## config.mk

```make
export PLATFORM = sky130hd
export DESIGN_NAME = dff_reg_arbiter
export DESIGN_NICKNAME = d
export VERILOG_FILES = /design/src/rtl/dff_reg_arbiter.sv
export SDC_FILE = /design/constraint.sdc
export NUM_CORES = 1
export LEC_CHECK = 0
export BUFFER_PORTS_ARGS = -buffer_cell sky130_fd_sc_hd__buf_2
export CAP_MARGIN = 20
export CELL_PAD_IN_SITES_DETAIL_PLACEMENT = 1
export CELL_PAD_IN_SITES_GLOBAL_PLACEMENT = 1
export CORE_ASPECT_RATIO = 1.25
export CORE_MARGIN = 8
export CORE_UTILIZATION = 36
export DETAILED_ROUTE_END_ITERATION = 10
export PLACE_DENSITY = 0.81
export SLEW_MARGIN = 40
export SYNTH_ARGS = -nofsm -noshare
export SYNTH_HDL_FRONTEND = slang
export SYNTH_SLANG_ARGS = --single-unit
```

## constraint.sdc

```tcl
create_clock -name clk -period 2.3 [get_ports clk]
set_clock_uncertainty 0.2 [all_clocks]
set_input_delay 0.69 -clock clk [delete_from_list [all_inputs] [get_ports clk]]
set_output_delay 0.69 -clock clk [all_outputs]
set_load 0.05 [all_outputs]
```

## src/rtl/dff_reg_arbiter.sv

```systemverilog
// Round-robin arbiter and write sequencer in front of a shared WIDTH-bit register.
// Requesters use a req/gnt/ack handshake; one write is committed per grant.
module dff_reg_arbiter #(
    parameter int unsigned NREQ  = 4,
    parameter int unsigned WIDTH = 8,
    parameter int unsigned CNT_W = 8
) (
    input  logic                      clk,
    input  logic                      rst,
    input  logic [NREQ-1:0]           req,
    input  logic [NREQ*WIDTH-1:0]     wdata,
    output logic [NREQ-1:0]           gnt,
    output logic [NREQ-1:0]           ack,
    output logic [WIDTH-1:0]          q,
    output logic                      q_valid,
    output logic [$clog2(NREQ)-1:0]   owner,
    output logic [CNT_W-1:0]          wr_cnt
);

    localparam int unsigned OW = $clog2(NREQ);

    typedef enum logic [1:0] {
        IDLE  = 2'd0,
        GRANT = 2'd1,
        DONE  = 2'd2
    } state_t;

    state_t           state;
    logic [OW-1:0]    last;
    logic [OW-1:0]    sel;
    logic [OW-1:0]    cand;
    logic [OW-1:0]    win_idx;
    logic             win_found;
    logic [WIDTH-1:0] sel_data;

    // Scan starting just after the last committed writer, wrapping modulo NREQ.
    always_comb begin
        win_found = 1'b0;
        win_idx   = '0;
        cand      = '0;
        for (int unsigned k = 1; k <= NREQ; k++) begin
            cand = OW'((32'(last) + k) % NREQ);
            if (!win_found && req[cand]) begin
                win_found = 1'b1;
                win_idx   = cand;
            end
        end
    end

    assign sel_data = wdata[32'(sel)*WIDTH +: WIDTH];

    // Arbitration, commit and ack sequencing; sel holds the granted index.
    always_ff @(posedge clk or posedge rst) begin
        if (rst) begin
            state   <= IDLE;
            gnt     <= '0;
            ack     <= '0;
            q       <= '0;
            q_valid <= 1'b0;
            owner   <= '0;
            wr_cnt  <= '0;
            last    <= OW'(NREQ - 1);
            sel     <= '0;
        end else begin
            case (state)
                IDLE: begin
                    ack <= '0;
                    if (win_found) begin
                        gnt   <= NREQ'(1) << win_idx;
                        sel   <= win_idx;
                        state <= GRANT;
                    end
                end
                GRANT: begin
                    gnt <= '0;
                    // A dropped request aborts the grant without touching the pointer.
                    if (req[sel]) begin
                        q       <= sel_data;
                        ack     <= NREQ'(1) << sel;
                        owner   <= sel;
                        last    <= sel;
                        q_valid <= 1'b1;
                        wr_cnt  <= wr_cnt + CNT_W'(1);
                        state   <= DONE;
                    end else begin
                        state <= IDLE;
                    end
                end
                DONE: begin
                    ack   <= '0;
                    state <= IDLE;
                end
                default: begin
                    gnt   <= '0;
                    ack   <= '0;
                    state <= IDLE;
                end
            endcase
        end
    end

endmodule

```

Word level (Yosys, flattened, before mapping)

Cells that the tools add are included.

Flip-flop bits (word level): 33
Word-level logic and storage cells: 62
Input port bits: 38
Output and inout bits: 27

Reductions and logical operators: 10
$add $sub $neg: 5
Bitwise logic cells: 1
Equal/unequal tests: 4
Order comparisons: 5
Shift operators: 3
Muxes and demuxes: 25

Operators with widths:

| operator                                            | number |
|---|---|
| variable part select 32 x 6 -> 8 bit                | 1 |
| < comparator 2 x 3 -> 1 bit (second input constant) | 5 |
| 2-to-1 mux 2 bit                                    | 6 |
| 2-to-1 mux 4 bit                                    | 3 |
| binary-select mux 1 bit (select 2 bit)              | 5 |
| 2-to-1 mux 1 bit                                    | 9 |
| adder 8 x 1 -> 8 bit (second input constant)        | 1 |
| case mux 4 bit (2 select lines)                     | 1 |
| << shifter 1 x 2 -> 4 bit (first input constant)    | 2 |
| AND reduction 2 bit                                 | 3 |
| adder 2 x 1 -> 2 bit (second input constant)        | 2 |
| adder 2 bit (second input constant)                 | 2 |
| != test 2 bit (second input constant)               | 2 |
| case mux 2 bit (2 select lines)                     | 1 |
| logical AND 1 bit                                   | 3 |
| logical NOT 1 bit                                   | 3 |
| == test 2 x 1 -> 1 bit (second input constant)      | 1 |
| == test 2 bit (second input constant)               | 1 |
| logical NOT 2 bit                                   | 1 |
| NOT 1 bit                                           | 1 |

Longest topological paths before layout

Gate-level depths: netlist of the first run.

Word-level depth: 16
Gate-level depth with buffers: 7
Gate-level depth less buffers: 5

Least setup slack after synthesis of the first run

No wires, ideal clock.

Path type: input -> register
Start point: input port req[3]
End point: register wr_cnt[1]
Data arrival time: 1.609 ns
Buffers on the path: 1
Setup slack: 0.374 ns
Stages on the path: 6
Required time: 1.982 ns
Setup time: 0.118 ns
Cell sequence: mux4_2 > nand2_2 > inv_2 > buf_6 > nand2_1 > nand2_1

Cells in the longest elaborated chain, start to end: 3

RTL lines:

| what                                   | line | source |
|---|---|---|
| start, declared                        | 10   | `input logic [NREQ-1:0] req,` |
| binary-select mux 1 bit (select 2 bit) | 77   | `if (req[sel]) begin` |
| 2-to-1 mux 1 bit (not written as such) | 77   |  |
| AND reduction 2 bit (no line)          | --   |  |
| end signal, assigned                   | 83   | `wr_cnt <= wr_cnt + CNT_W'(1);` |
| end, declared                          | 17   | `output logic [CNT_W-1:0] wr_cnt` |

Every way passes these cells. The select of a mux whose other input is x is not followed.
A chain may end at the register's enable or synchronous reset.

Worst setup path after layout of the first run

Start point: input port req[3]
End point: register wr_cnt[4]

The elaborated chain is that of the path after synthesis.

==> metrics.cfg, run 1 <==
[yosys]
avgSynthCellArea_um2=10.8
syn-num-nets=191
ys_seq_elements=33
ys_seq_area_share_pct=50.6
synth_edf_count=0
yosysWarningCount=0
synth_cell_types=35
post-synth-top-area-fraction_pct=47.4
async_flop_share_pct=100
syn_inst=152
syn_area_mm2=0.00164
ys_top_cells_by_area=dfrtp_1 (47%), mux4_2 (12%), nand2_1 (9.6%)
synthFlopType=dfrtp_1
yosysTopAreaCell=dfrtp_1

[timing]
rsz0062_at_grt=no
finalCritPeriodShare_pct=83.7
finalSetupViolCount=0
hold_viol_final=0
fin_ws_ns=0.376
max_freq_mhz=520
max_slew_margin_pct=71.2
tns_ns=0
period_needed_ns=1.92
hold_ws_ns=0.272
worst_slew_pin_slew_ns=0.429
drv_slew=0

[floorplanning]
io_pins=65
num_rows=27
die-area_mm2=0.00698
fp.dieW_um=76.3
die-height_um=91.4
coreArea_mm2=0.00439
start_util_pct=37.3

[power]
power_density_mw_per_mm2=1490
p_leak_nw=1.10
power_mw=3.15
ir_worst_vdd_mv=0.826

[detailed_routing]
avgRoutedWirePerCell_um=16.8
drt-total-wl_um=4750
vias_per_cell=4.99
vias=1406
drtPass1Iterations=4
drc_errors=0
drt_iter0_markers=62
ant_nets=0

[worst_setup_path]
path_class=in2reg
cp-start-kind=input pin
regToRegEndpoint=ack[2]
arrival_ns=1.94
rrSetupSlack_ns=0.40
rr_worst_depth=5
crit_start=req[3]
required_ns=2.32
r2r-start=sel[1]
crit_fanout=13
endpoint_kind=register

[hold_path]
hold_path_end=wr_cnt[7]
hp-class=reg2reg
whs_path_depth=1
min_from=wr_cnt[7]

[outcome]
status=finished, final reports clean

[clock_tree]
cts_root_buffer=clkbuf_8
clockBufferDepth=2
path_clk_slew_ns=0.07
hold_buffers=0
post_cts_resized=0
cts_setup_buffers=0
numClockSinks=33
worstSkewPairLatency_ns=0.29
cts_max_level=2
cts_tree=yes
cts_buffers=5

[place]
io_buffers=64
placed_cells=273
post-place-ws_ns=0.0801
place_area_mm2=0.00203
dpl.hpwl_um=3740
place_congestion=0.758

[global_route]
antenna_found_initial=1
grt_pass1_vias=1593
grt_overflow=0
grt.total_usage_pct=14.4
grt_first_pass_wirelength_um=8030
grt_max_degree=34

[layout]
drive_above_1_share_pct=42.6
final_util_pct=48.2
final_cell_count_no_fill=282
layout_common_cells=buf_2 (64), nand2_1 (42), dfrtp_1 (31)
area_growth_syn_to_layout_pct=29.2
n_fill_cell=529
final_common_cell=buf_2
design_area_mm2=0.00212
final_nets=261

[run]
cap_violations=0

[per-layer routing]
metal | vias to the layer above | track usage, % | part of all wire (%)
met5 | - | 0 | 0
met4 | 0 | 7.56 | 2.5
met3 | 7 | 5.13 | 5.3
met2 | 34 | 24.3 | 54
met1 | 704 | 15.5 | 38
li1 | 661 | - | -
[critical path, cell delays in order]
cell and delay (ns):
buf_2 0.14, mux4_2 0.52, nand2_2 0.20, inv_2 0.15
nand4_1 0.13, xnor2_1 0.12
[Yosys cell counts (all sizes together), types with 2 or more instances]
library cell / n
nand2b: 5
o21ai: 2
a21oi: 7
nand2: 43
a211oi: 2
xor2: 3
dfstp: 2
nor2: 9
mux2: 2
a22o: 2
nand4: 2
inv: 4
or3: 2
nor3b: 2
nand3: 5
buf: 6
dfrtp: 31
mux4: 9
xnor2: 4
[cell type report]
class	instances	area [um2]	area share, %
diodes	1	2.50	0.118
clock inverters	3	17.5	0.828
well taps	58	72.6	3.43
flip-flops and latches	33	828	39.1
multi-input cells	109	753	35.6
repair buffers	69	358	16.9
clock buffers	5	68.8	3.25
inverters	4	15.0	0.710
[sequential cells by signal, indices dropped and copies added (netlist names)]
name / count
q: 8
wr_cnt: 8
ack: 4
gnt: 4
last: 2
owner: 2
sel: 2
state: 2
q_valid: 1
[cell families (layout without fill, tap and decap cells)]
group,Yosys count,after routing,share of synthesized area (%)
and+or+nand+nor,72,72,19.9
AOI/OAI and AO/OA,17,17,7.26
other,0,1,0
xor gates and xnor gates,7,7,3.74
buffers and inverters,10,81,3.44
muxes,12,12,14.4
adders and majority gates,1,1,0.764
DFF,33,33,50.6
[power breakdown]
| group | leakage (nW) | switching [mW] | total, mW | internal [mW] |
|---|---|---|---|---|
| clock network | 0.0439 | 0.216 | 0.425 | 0.209 |
| logic | 0.637 | 1.18 | 1.72 | 0.542 |
| registers | 0.416 | 0.190 | 1.01 | 0.820 |
| total | 1.10 | 1.58 | 3.15 | 1.57 |
[how the worst max path moves through the flow]
stage                 to  slack (ns)  depth (start not counted)
5_1_grt           ack[2]        0.27                          5
3_5_place_dp   wr_cnt[4]        0.08                          6
4_1_cts        wr_cnt[2]        0.36                          1
6_report       wr_cnt[4]        0.38                          6
2_1_floorplan  wr_cnt[1]        0.37                          6
3_3_place_gp   wr_cnt[4]        0.13                          6
(Power assumes the default switching activity.)
==> run 2, diff against run 1 <==
Settings changed: CORE_UTILIZATION 36 to 32, PLACE_DENSITY 0.81 to 0.76.
Clock period 2.3 ns to 1.7 ns, I/O delays scaled along.
==> metrics.cfg, run 2 (synthesis gave the netlist of run 1 again) <==
[outcome]
status=finished with violations
violations=negative setup slack

[clock_tree]
cts_buffers=5  ; unchanged
cts_tree=yes
cts_root_buffer=clkbuf_8
cts_max_level=2  ; unchanged
clockBufferDepth=2  ; unchanged
worstSkewPairLatency_ns=0.28  ; about the same
path_clk_slew_ns=0.06  ; about the same
numClockSinks=33  ; unchanged

[worst_setup_path]
crit_chain=mux4_2, nand4_4, or3_4, xnor2_1
slowest_stage=dfrtp_1
crit_buf_inv=0  ; -2
crit_fanout=3  ; -10
cp-start-kind=register
endpoint_kind=register
path_class=reg2reg
required_ns=1.67  ; -0.65 ns
arrival_ns=1.70  ; -0.24 ns
critical_path.top_delay_family=simple AND/OR/NAND/NOR gates
crit_start=sel[1]
max_stage_delay_ns=0.42  ; -0.10 ns
r2r-start=sel[1]

[global_route]
grt_first_pass_wirelength_um=7600  ; -5.3%
grt_pass1_vias=1608  ; +0.94%
grt_overflow=0  ; unchanged
grt_max_degree=34  ; unchanged
antenna_found_initial=0  ; -1
grt.total_usage_pct=12.9  ; -1.5 points

[timing]
finalSetupViolCount=3  ; +3
worst_slew_pin_slew_ns=0.267  ; -0.162 ns
period_needed_ns=1.73
drv_slew=0  ; unchanged
fin_ws_ns=-0.0280  ; -0.404 ns
hold_viol_final=0  ; unchanged
max_slew_margin_pct=82.2  ; +11 points
rsz0062_at_grt=yes
finalCritPeriodShare_pct=102
hold_ws_ns=0.0588  ; -0.213 ns
max_freq_mhz=579

[layout]
reg.largest.list=q: 8 flops, wr_cnt: 8 flops
layout_common_cells=buf_2 (57), nand2_1 (42), dfrtp_1 (29)
area_growth_syn_to_layout_pct=41.9
final_common_cell=buf_2
final_nets=275  ; +5.4%
diodes=0  ; -1
n_fill_cell=578  ; +9.3%
drive_above_1_share_pct=48.1  ; +5.5 points

[floorplanning]
num_rows=29  ; +7.4%
die-area_mm2=0.00768  ; +10%
die-height_um=96.0  ; +5.0%
fp.dieW_um=80.0  ; +4.8%
io_pins=65  ; unchanged
start_util_pct=32.7  ; -4.6 points
coreArea_mm2=0.00501  ; +14%

[place]
place_congestion=0.730  ; -3.6%
io_buffers=64  ; unchanged
dpl.hpwl_um=3610  ; -3.5%
post-place-ws_ns=-0.283  ; -0.363 ns

[detailed_routing]
drt-total-wl_um=4700  ; -1.1%
vias=1435  ; +2.1%
avgRoutedWirePerCell_um=15.7  ; -6.8%
vias_per_cell=4.80  ; -3.7%
drtPass1Iterations=4  ; unchanged
drc_errors=0  ; unchanged
drt_iter0_markers=41  ; -34%
ant_nets=0  ; unchanged

[hold_path]
hp-class=in2async

[power]
power_mw=4.58  ; +45%
power_density_mw_per_mm2=1970  ; +32%
ir_worst_vdd_mv=0.849  ; +2.8%
p_leak_nw=1.19  ; +8.9%

[run]
cap_violations=0  ; unchanged

[run 2: cell count changes in the layout (fill, tap and decap cells not counted), moves of 2 or more]
cell      previous run  this run
or3_4                0         2
or3_1                2         0
clkbuf_1             0         2
clkinv_2             2         0
buf_4                5        21
buf_2               64        57
buf_12               0         2
dfrtp_2              0         2
dfrtp_1             31        29
clkbuf_4             0         2
[run 2: worst paths after layout]
kind                              to  cells past startpoint  slack (ns)
setup / recovery           wr_cnt[7]                      4       -0.03
hold / removal               q_valid                      3        0.06
setup reg to reg           wr_cnt[7]                      4       -0.03
hold reg to reg            wr_cnt[7]                      1        0.26
max in group asynchronous    last[1]                      3        1.00
min in group clk           wr_cnt[7]                      1        0.26
[run 2: worst min-delay path, stage by stage]
cell and delay [ns]:
buf_2 0.09, inv_1 0.08, buf_12 0.21
[run 2: cell type report]
type	count	area, um2	share of cell area, %
timing repair buffer	83	509	21.9
tap	62	77.6	3.34
clock buffer	8	90.1	3.88
inverter	4	22.5	0.969
multi-input combinational	109	795	34.2
sequential	33	831	35.7
[run 2: report_power, final]
| group | switching (mW) | total (mW) | internal, mW |
|---|---|---|---|
| registers | 0.252 | 1.37 | 1.11 |
| clock network | 0.267 | 0.597 | 0.330 |
| logic | 1.66 | 2.62 | 0.961 |
| total | 2.18 | 4.58 | 2.41 |
[run 2: what timing repair did]
action                                  4_1_cts  5_1_grt
pin swaps                                     2        3
endpoints found under the hold margin         0        0
resized for setup                             9       11
hold buffers                                  0        0
endpoints found under the setup margin       17       18
setup buffers                                 0        1
[run 2: routing by layer]
metal	up-vias	global-route usage (%)	part of all wire, %	routed length (um)
met5	-	0	0	0
met4	0	5.17	1.2	56
met3	4	4.30	6.3	298
met2	33	22.9	53	2510
met1	706	13.8	39	1830
li1	692	-	-	-
[run 2: stage by stage]
stage / area, um2 / TNS (ns) / utilization [%] / cells
5_1_grt: 2320 / -1.11 / 46.4 / 299
3_3_place_gp: 2160 / -4.75 / 43.2 / 290
3_5_place_dp: 2160 / -5.64 / 43.2 / 290
6_report: 2320 / -0.0476 / 46.4 / 299
2_1_floorplan: 1650 / -0.443 / - / 152
4_1_cts: 2280 / -0.0934 / 45.6 / 298
